`src/rtl/pll_measure_seq.sv`:
```
// pll_measure_seq: Avalon-MM master that runs one PLL frequency-counter measurement per start pulse.
// Define PLLSEQ_ID_CHECK_EN to read and verify the slave ID before each measurement.
module pll_measure_seq #(
   parameter int unsigned SETTLE        = 8,
   parameter logic [31:0] TIMEOUT_POLLS = 32'hFFFF_FFFF,
   parameter logic [31:0] EXPECTED_ID   = 32'd1
) (
   input  logic        avalon_clock,
   input  logic        reset,
   input  logic        start,
   input  logic [31:0] window,
   output logic        busy,
   output logic        result_valid,
   output logic [31:0] result_count,
   output logic        result_locked,
   output logic        error_timeout,
   output logic        error_id,
   output logic [3:0]  m_address,
   output logic        m_write,
   output logic        m_read,
   output logic [31:0] m_writedata,
   input  logic [31:0] m_readdata
);
`ifdef PLLSEQ_ID_CHECK_EN
   localparam bit ID_EN = 1'b1;
`else
   localparam bit ID_EN = 1'b0;
`endif
   typedef enum logic [3:0] {
      IDLE, ID_RD, ID_CHK, CLR_WR, NUM_WR, GO_WR, POLL_RD, POLL_CHK,
      ABORT_WR, SETTLE_W, CNT_RD, CNT_CAP, LCK_RD, LCK_CAP, DONE
   } state_t;
   state_t state, next;
   logic [31:0] win, polls, settle_cnt;
   logic id_err;
   always_ff @(posedge avalon_clock or posedge reset)
      if (reset) begin
         state         <= IDLE;
         win           <= '0;
         polls         <= '0;
         settle_cnt    <= '0;
         result_count  <= '0;
         result_locked <= 1'b0;
         error_timeout <= 1'b0;
         id_err        <= 1'b0;
      end else begin
         state      <= next;
         settle_cnt <= (state == SETTLE_W) ? settle_cnt + 32'd1 : '0;
         if (state == IDLE && start) begin
            win           <= window;
            polls         <= '0;
            error_timeout <= 1'b0;
            id_err        <= 1'b0;
         end
         if (state == POLL_RD && polls != '1) polls <= polls + 32'd1;
         if (state == ID_CHK && m_readdata != EXPECTED_ID) id_err <= 1'b1;
         if (state == ABORT_WR) error_timeout <= 1'b1;
         if (state == CNT_CAP) result_count <= m_readdata;
         if (state == LCK_CAP) result_locked <= m_readdata[0];
      end
   always_comb begin
      next        = state;
      m_address   = '0;
      m_write     = 1'b0;
      m_read      = 1'b0;
      m_writedata = '0;
      case (state)
         IDLE:     if (start) next = ID_EN ? ID_RD : CLR_WR;
         ID_RD:    begin m_read = 1'b1; m_address = 4'd6; next = ID_CHK; end
         ID_CHK:   next = (m_readdata == EXPECTED_ID) ? CLR_WR : DONE;
         CLR_WR:   begin m_write = 1'b1; m_address = 4'd2; next = NUM_WR; end
         NUM_WR:   begin m_write = 1'b1; m_address = 4'd1; m_writedata = win; next = GO_WR; end
         GO_WR:    begin m_write = 1'b1; m_writedata = 32'd1; next = POLL_RD; end
         POLL_RD:  begin m_read = 1'b1; next = POLL_CHK; end
         POLL_CHK: next = !m_readdata[0] ? SETTLE_W : (polls < TIMEOUT_POLLS) ? POLL_RD : ABORT_WR;
         ABORT_WR: begin m_write = 1'b1; next = DONE; end
         // settle_cnt restarts at 0 on entry, so SETTLE cycles are spent here
         SETTLE_W: next = (settle_cnt == SETTLE - 1) ? CNT_RD : SETTLE_W;
         CNT_RD:   begin m_read = 1'b1; m_address = 4'd4; next = CNT_CAP; end
         CNT_CAP:  next = LCK_RD;
         LCK_RD:   begin m_read = 1'b1; m_address = 4'd5; next = LCK_CAP; end
         LCK_CAP:  next = DONE;
         DONE:     next = IDLE;
         default:  next = IDLE;
      endcase
   end
   assign busy         = state != IDLE;
   assign result_valid = state == DONE;
   assign error_id     = id_err & ID_EN;
endmodule
```
`config.mk`:
```
export PLATFORM = sky130hd
export DESIGN_NAME = pll_measure_seq
export DESIGN_NICKNAME = d
export VERILOG_FILES = /design/src/rtl/pll_measure_seq.sv
export SDC_FILE = /design/constraint.sdc
export NUM_CORES = 1
export LEC_CHECK = 0
export CAP_MARGIN = 20
export CORE_MARGIN = 2
export CORE_UTILIZATION = 39
export CTS_CLUSTER_SIZE = 20
export DETAILED_ROUTE_END_ITERATION = 8
export PLACE_DENSITY_LB_ADDON = 0.2
export SYNTH_ARGS = -nofsm -noshare
export SYNTH_HDL_FRONTEND = slang
export SYNTH_SLANG_ARGS = --single-unit
export TNS_END_PERCENT = 5
```
`constraint.sdc`:
```
create_clock -name avalon_clock -period 5.02 [get_ports avalon_clock]
set_input_delay 1.004 -clock avalon_clock [delete_from_list [all_inputs] [get_ports avalon_clock]]
set_output_delay 1.004 -clock avalon_clock [all_outputs]
set_load 0.1 [all_outputs]
```
==> metrics.txt <==
# TYPE chip_impl_metric gauge
chip_impl_info{name="outcome",value="finished clean"} 1
chip_impl_metric{name="timing.final.crit_share",unit=""} 0.780
chip_impl_metric{name="core_region_area",unit="mm2"} 0.0159
chip_impl_metric{name="grt_first_pass_wirelength",unit="um"} 26200
chip_impl_info{name="type_of_element_launching_the_critical_path",value="flip-flop"} 1
chip_impl_info{name="predominant_post_synthesis_flop_cell",value="sky130_fd_sc_hd__dfrtp_1"} 1
chip_impl_metric{name="power_per_cell_area",unit="mW/mm2"} 686
chip_impl_info{name="final_common_cell",value="sky130_fd_sc_hd__nand2_1"} 1
chip_impl_metric{name="clock_tree.htree_level_count",unit=""} 4
chip_impl_metric{name="ys.warnings.count",unit=""} 0
chip_impl_metric{name="top_ports",unit=""} 142
chip_impl_info{name="hold_path.class",value="reg2reg"} 1
chip_impl_metric{name="peakVddDrop",unit="V"} 0.000532
chip_impl_metric{name="floorplan.die.width",unit="um"} 132
chip_impl_metric{name="min_clock_period_post_route",unit="ps"} 3920
chip_impl_metric{name="power.leakage",unit="nW"} 3.77
chip_impl_metric{name="timing.clock.skew",unit="ps"} 7.31
chip_impl_metric{name="syn_avg_cell_area",unit="um2"} 9.60
chip_impl_metric{name="portBuffers",unit=""} 139
chip_impl_metric{name="synth_seq_cells",unit=""} 134
chip_impl_metric{name="finalSetupViolCount",unit=""} 0
chip_impl_metric{name="nNetsFinal",unit=""} 869
chip_impl_metric{name="slew_at_the_pin_with_the_worst_max_slew_slack",unit="ps"} 1050
chip_impl_metric{name="pin_count_of_the_biggest_net_entering_global_routing",unit=""} 73
chip_impl_info{name="timing.hold.worst.start",value="win[23]$_DFFE_PP0P_"} 1
chip_impl_metric{name="cts_inserted_buffers",unit=""} 17
chip_impl_metric{name="crit_arrival",unit="ps"} 2910
chip_impl_info{name="end_kind",value="output port"} 1
chip_impl_metric{name="holdBufCountCts",unit=""} 0
chip_impl_metric{name="fraction_of_the_yosys_area_taken_by_sequential_cells",unit=""} 0.524
chip_impl_metric{name="syn2layout_area_growth",unit="%"} 32.5
chip_impl_metric{name="netlist_instances",unit=""} 667
chip_impl_metric{name="instances_no_fill",unit=""} 1026
chip_impl_metric{name="synth-edff-count",unit=""} 0
chip_impl_metric{name="clock_sinks",unit=""} 134
chip_impl_info{name="timing.rr.start",value="polls[0]$_DFFE_PP0P_"} 1
chip_impl_metric{name="number_of_global_route_vias_before_repair",unit=""} 5239
chip_impl_metric{name="seqCellArea",unit="mm2"} 0.00335
chip_impl_metric{name="mappedNetlistArea",unit="mm2"} 0.00640
chip_impl_metric{name="place_hpwl",unit="um"} 10600
chip_impl_metric{name="gp_congestion",unit=""} 0.832
chip_impl_metric{name="layout.filler_cells",unit=""} 1464
chip_impl_metric{name="drcViolationCount",unit=""} 0
chip_impl_metric{name="antenna_found_initial",unit=""} 0
chip_impl_metric{name="crit_path_max_fanout",unit=""} 16
chip_impl_metric{name="final-max-slew-violation-count",unit=""} 0
chip_impl_metric{name="hold_violations",unit=""} 0
chip_impl_info{name="r2r-end",value="polls[23]$_DFFE_PP0P_"} 1
chip_impl_metric{name="maxCapViolCount",unit=""} 0
chip_impl_metric{name="detail_route.wirelength",unit="um"} 15500
chip_impl_info{name="grt_setup_unrepaired",value="false"} 1
chip_impl_metric{name="clock_path_buffers",unit=""} 2
chip_impl_info{name="worst_hold_path.endpoint",value="win[23]$_DFFE_PP0P_"} 1
chip_impl_metric{name="clk_transition_reported_paths",unit="ps"} 50
chip_impl_info{name="cp-startpoint",value="state[3]$_DFFE_PP0P_"} 1
chip_impl_metric{name="final.setup.tns",unit="ps"} 0
chip_impl_metric{name="area_share_of_the_largest_cell_type_after_synthesis",unit=""} 0.524
chip_impl_metric{name="cts.repair.resized",unit=""} 0
chip_impl_metric{name="min_path_cells",unit=""} 2
chip_impl_metric{name="timing.slew.headroom",unit=""} 0.298
chip_impl_info{name="timing_worst_setup_path_type",value="reg2out"} 1
chip_impl_metric{name="total_iterations_of_the_first_detailed_routing_run",unit=""} 6
chip_impl_metric{name="antenna-diode-count",unit=""} 0
chip_impl_metric{name="proportion_of_register_bits_with_asynchronous_set_or_reset_after_synthesis",unit=""} 1.00
chip_impl_info{name="final_cell_mix",value="143 x sky130_fd_sc_hd__nand2_1, 134 x sky130_fd_sc_hd__dfrtp_1, 107 x sky130_fd_sc_hd__clkdlybuf4s50_1"} 1
chip_impl_metric{name="die_area",unit="mm2"} 0.0175
chip_impl_info{name="cts_root_buffer",value="sky130_fd_sc_hd__clkbuf_16"} 1
chip_impl_metric{name="num_vias",unit=""} 5348
chip_impl_metric{name="via_per_inst",unit=""} 5.21
chip_impl_metric{name="layout-drive-gt1-share",unit=""} 0.133
chip_impl_metric{name="drtIter0Drc",unit=""} 325
chip_impl_metric{name="number_of_buffers_added_for_setup_after_cts",unit=""} 0
chip_impl_info{name="synth_top_cells_by_area",value="sky130_fd_sc_hd__dfrtp_1 52%, sky130_fd_sc_hd__nand2_1 8.4%, sky130_fd_sc_hd__mux2_2 5.8%"} 1
chip_impl_metric{name="floorplan.initialDensity",unit=""} 0.402
chip_impl_metric{name="worst_ep_required",unit="ps"} 4020
chip_impl_info{name="cts_tree",value="done"} 1
chip_impl_metric{name="dpl.cell_count",unit=""} 995
chip_impl_metric{name="die_height",unit="um"} 132
chip_impl_metric{name="avgRoutedWirePerCell",unit="um"} 15.1
chip_impl_metric{name="reg2reg_setup_slack",unit="ps"} 2560
chip_impl_metric{name="area_of_the_multi_input_gates",unit="mm2"} 0.00290
chip_impl_info{name="yosys.area.top_type",value="sky130_fd_sc_hd__dfrtp_1"} 1
chip_impl_metric{name="fin_total_pwr",unit="W"} 0.00582
chip_impl_metric{name="globalRouteTotalUtil",unit=""} 0.182
chip_impl_metric{name="number_of_routed_nets_with_antenna_violations",unit=""} 0
chip_impl_metric{name="gr-total-overflow",unit=""} 0
chip_impl_metric{name="clk-insertion-delay-late",unit="ps"} 410
chip_impl_metric{name="worstRegToRegCells",unit=""} 7
chip_impl_metric{name="clock.fmax",unit="MHz"} 255
chip_impl_metric{name="post_synth_num_cell_types",unit=""} 49
chip_impl_metric{name="rows",unit=""} 46
## metal layers
metal  wire [um]  part of all wire  up-vias  GRT usage
li1            -                 -     2595          -
met5           0                 0        -          0
met2        7200              0.46      156      0.274
met4          99            0.0064        0     0.0417
met3        1080             0.069        6     0.0604
met1        7130              0.46     2591      0.257
## area by class of cell
type                            instances  area share
Inverter                                8     0.00383
Tap cell                              216      0.0318
Multi-Input combinational cell        492       0.341
Sequential cell                       134       0.395
Clock inverter                         11      0.0105
Timing Repair Buffer                  147       0.167
Clock buffer                           18      0.0506
## power breakdown
part / switching, W / total [W] / internal, W
sequential: 0.000301 / 0.00175 / 0.00145
clock: 0.000443 / 0.00111 / 0.000664
combinational: 0.00222 / 0.00297 / 0.000750
## cells in the mapped netlist, types with 10 or more instances
| master | instances |
|---|---|
| sky130_fd_sc_hd__xnor2_1 | 15 |
| sky130_fd_sc_hd__nand4_1 | 30 |
| sky130_fd_sc_hd__clkbuf_1 | 25 |
| sky130_fd_sc_hd__nand2_1 | 143 |
| sky130_fd_sc_hd__mux2i_1 | 12 |
| sky130_fd_sc_hd__xor2_1 | 17 |
| sky130_fd_sc_hd__o21ai_0 | 15 |
| sky130_fd_sc_hd__nand3_1 | 35 |
| sky130_fd_sc_hd__a21oi_1 | 12 |
| sky130_fd_sc_hd__nor2_1 | 51 |
| sky130_fd_sc_hd__and3_1 | 41 |
| sky130_fd_sc_hd__nor3_1 | 10 |
| sky130_fd_sc_hd__dfrtp_1 | 134 |
| sky130_fd_sc_hd__mux2_2 | 33 |
| sky130_fd_sc_hd__nor4_1 | 16 |
## stage by stage
stage | area, um2 | utilization | hold slack [ps] | setup slack (ps)
2_1_floorplan | 6410 | - | 437 | 433
3_3_place_gp | 7920 | 0.497 | 449 | 1590
3_5_place_dp | 7920 | 0.497 | 454 | 1560
4_1_cts | 8440 | 0.529 | 468 | 1100
5_1_grt | 8490 | 0.532 | 493 | 935
6_report | 8490 | 0.532 | 464 | 1100
## registers in the layout, indices dropped and copies added, names as in the netlist
register,count
polls,32
result_count,32
settle_cnt,32
win,32
state,4
error_timeout,1
result_locked,1
## worst max path at each step
stage,endpoint,depth (start not counted)
3_5_place_dp,m_address[2],4
4_1_cts,m_write,4
3_3_place_gp,m_write,5
6_report,m_write,4
2_1_floorplan,error_timeout$_DFFE_PP0P_,1
5_1_grt,m_write,4
## kinds of logic after synthesis
family,count (synthesis),share of synthesized area
AND/OR/NAND/NOR,360,0.275
flip-flops,134,0.524
AO/OA/AOI/OAI,51,0.0506
multiplexers,45,0.0768
buffers and inverters,42,0.0262
XOR/XNOR,32,0.0438
adder cells (fa/ha/maj),2,0.00391
other,1,0.000585
## worst max-delay path: stages (launching register included)
cell and delay, ps:
sky130_fd_sc_hd__dfrtp_1 600, sky130_fd_sc_hd__nor2b_1 430, sky130_fd_sc_hd__nand2_1 140, sky130_fd_sc_hd__o21ai_0 130, sky130_fd_sc_hd__clkdlybuf4s50_1 1200
(Power assumes the default switching activity.)
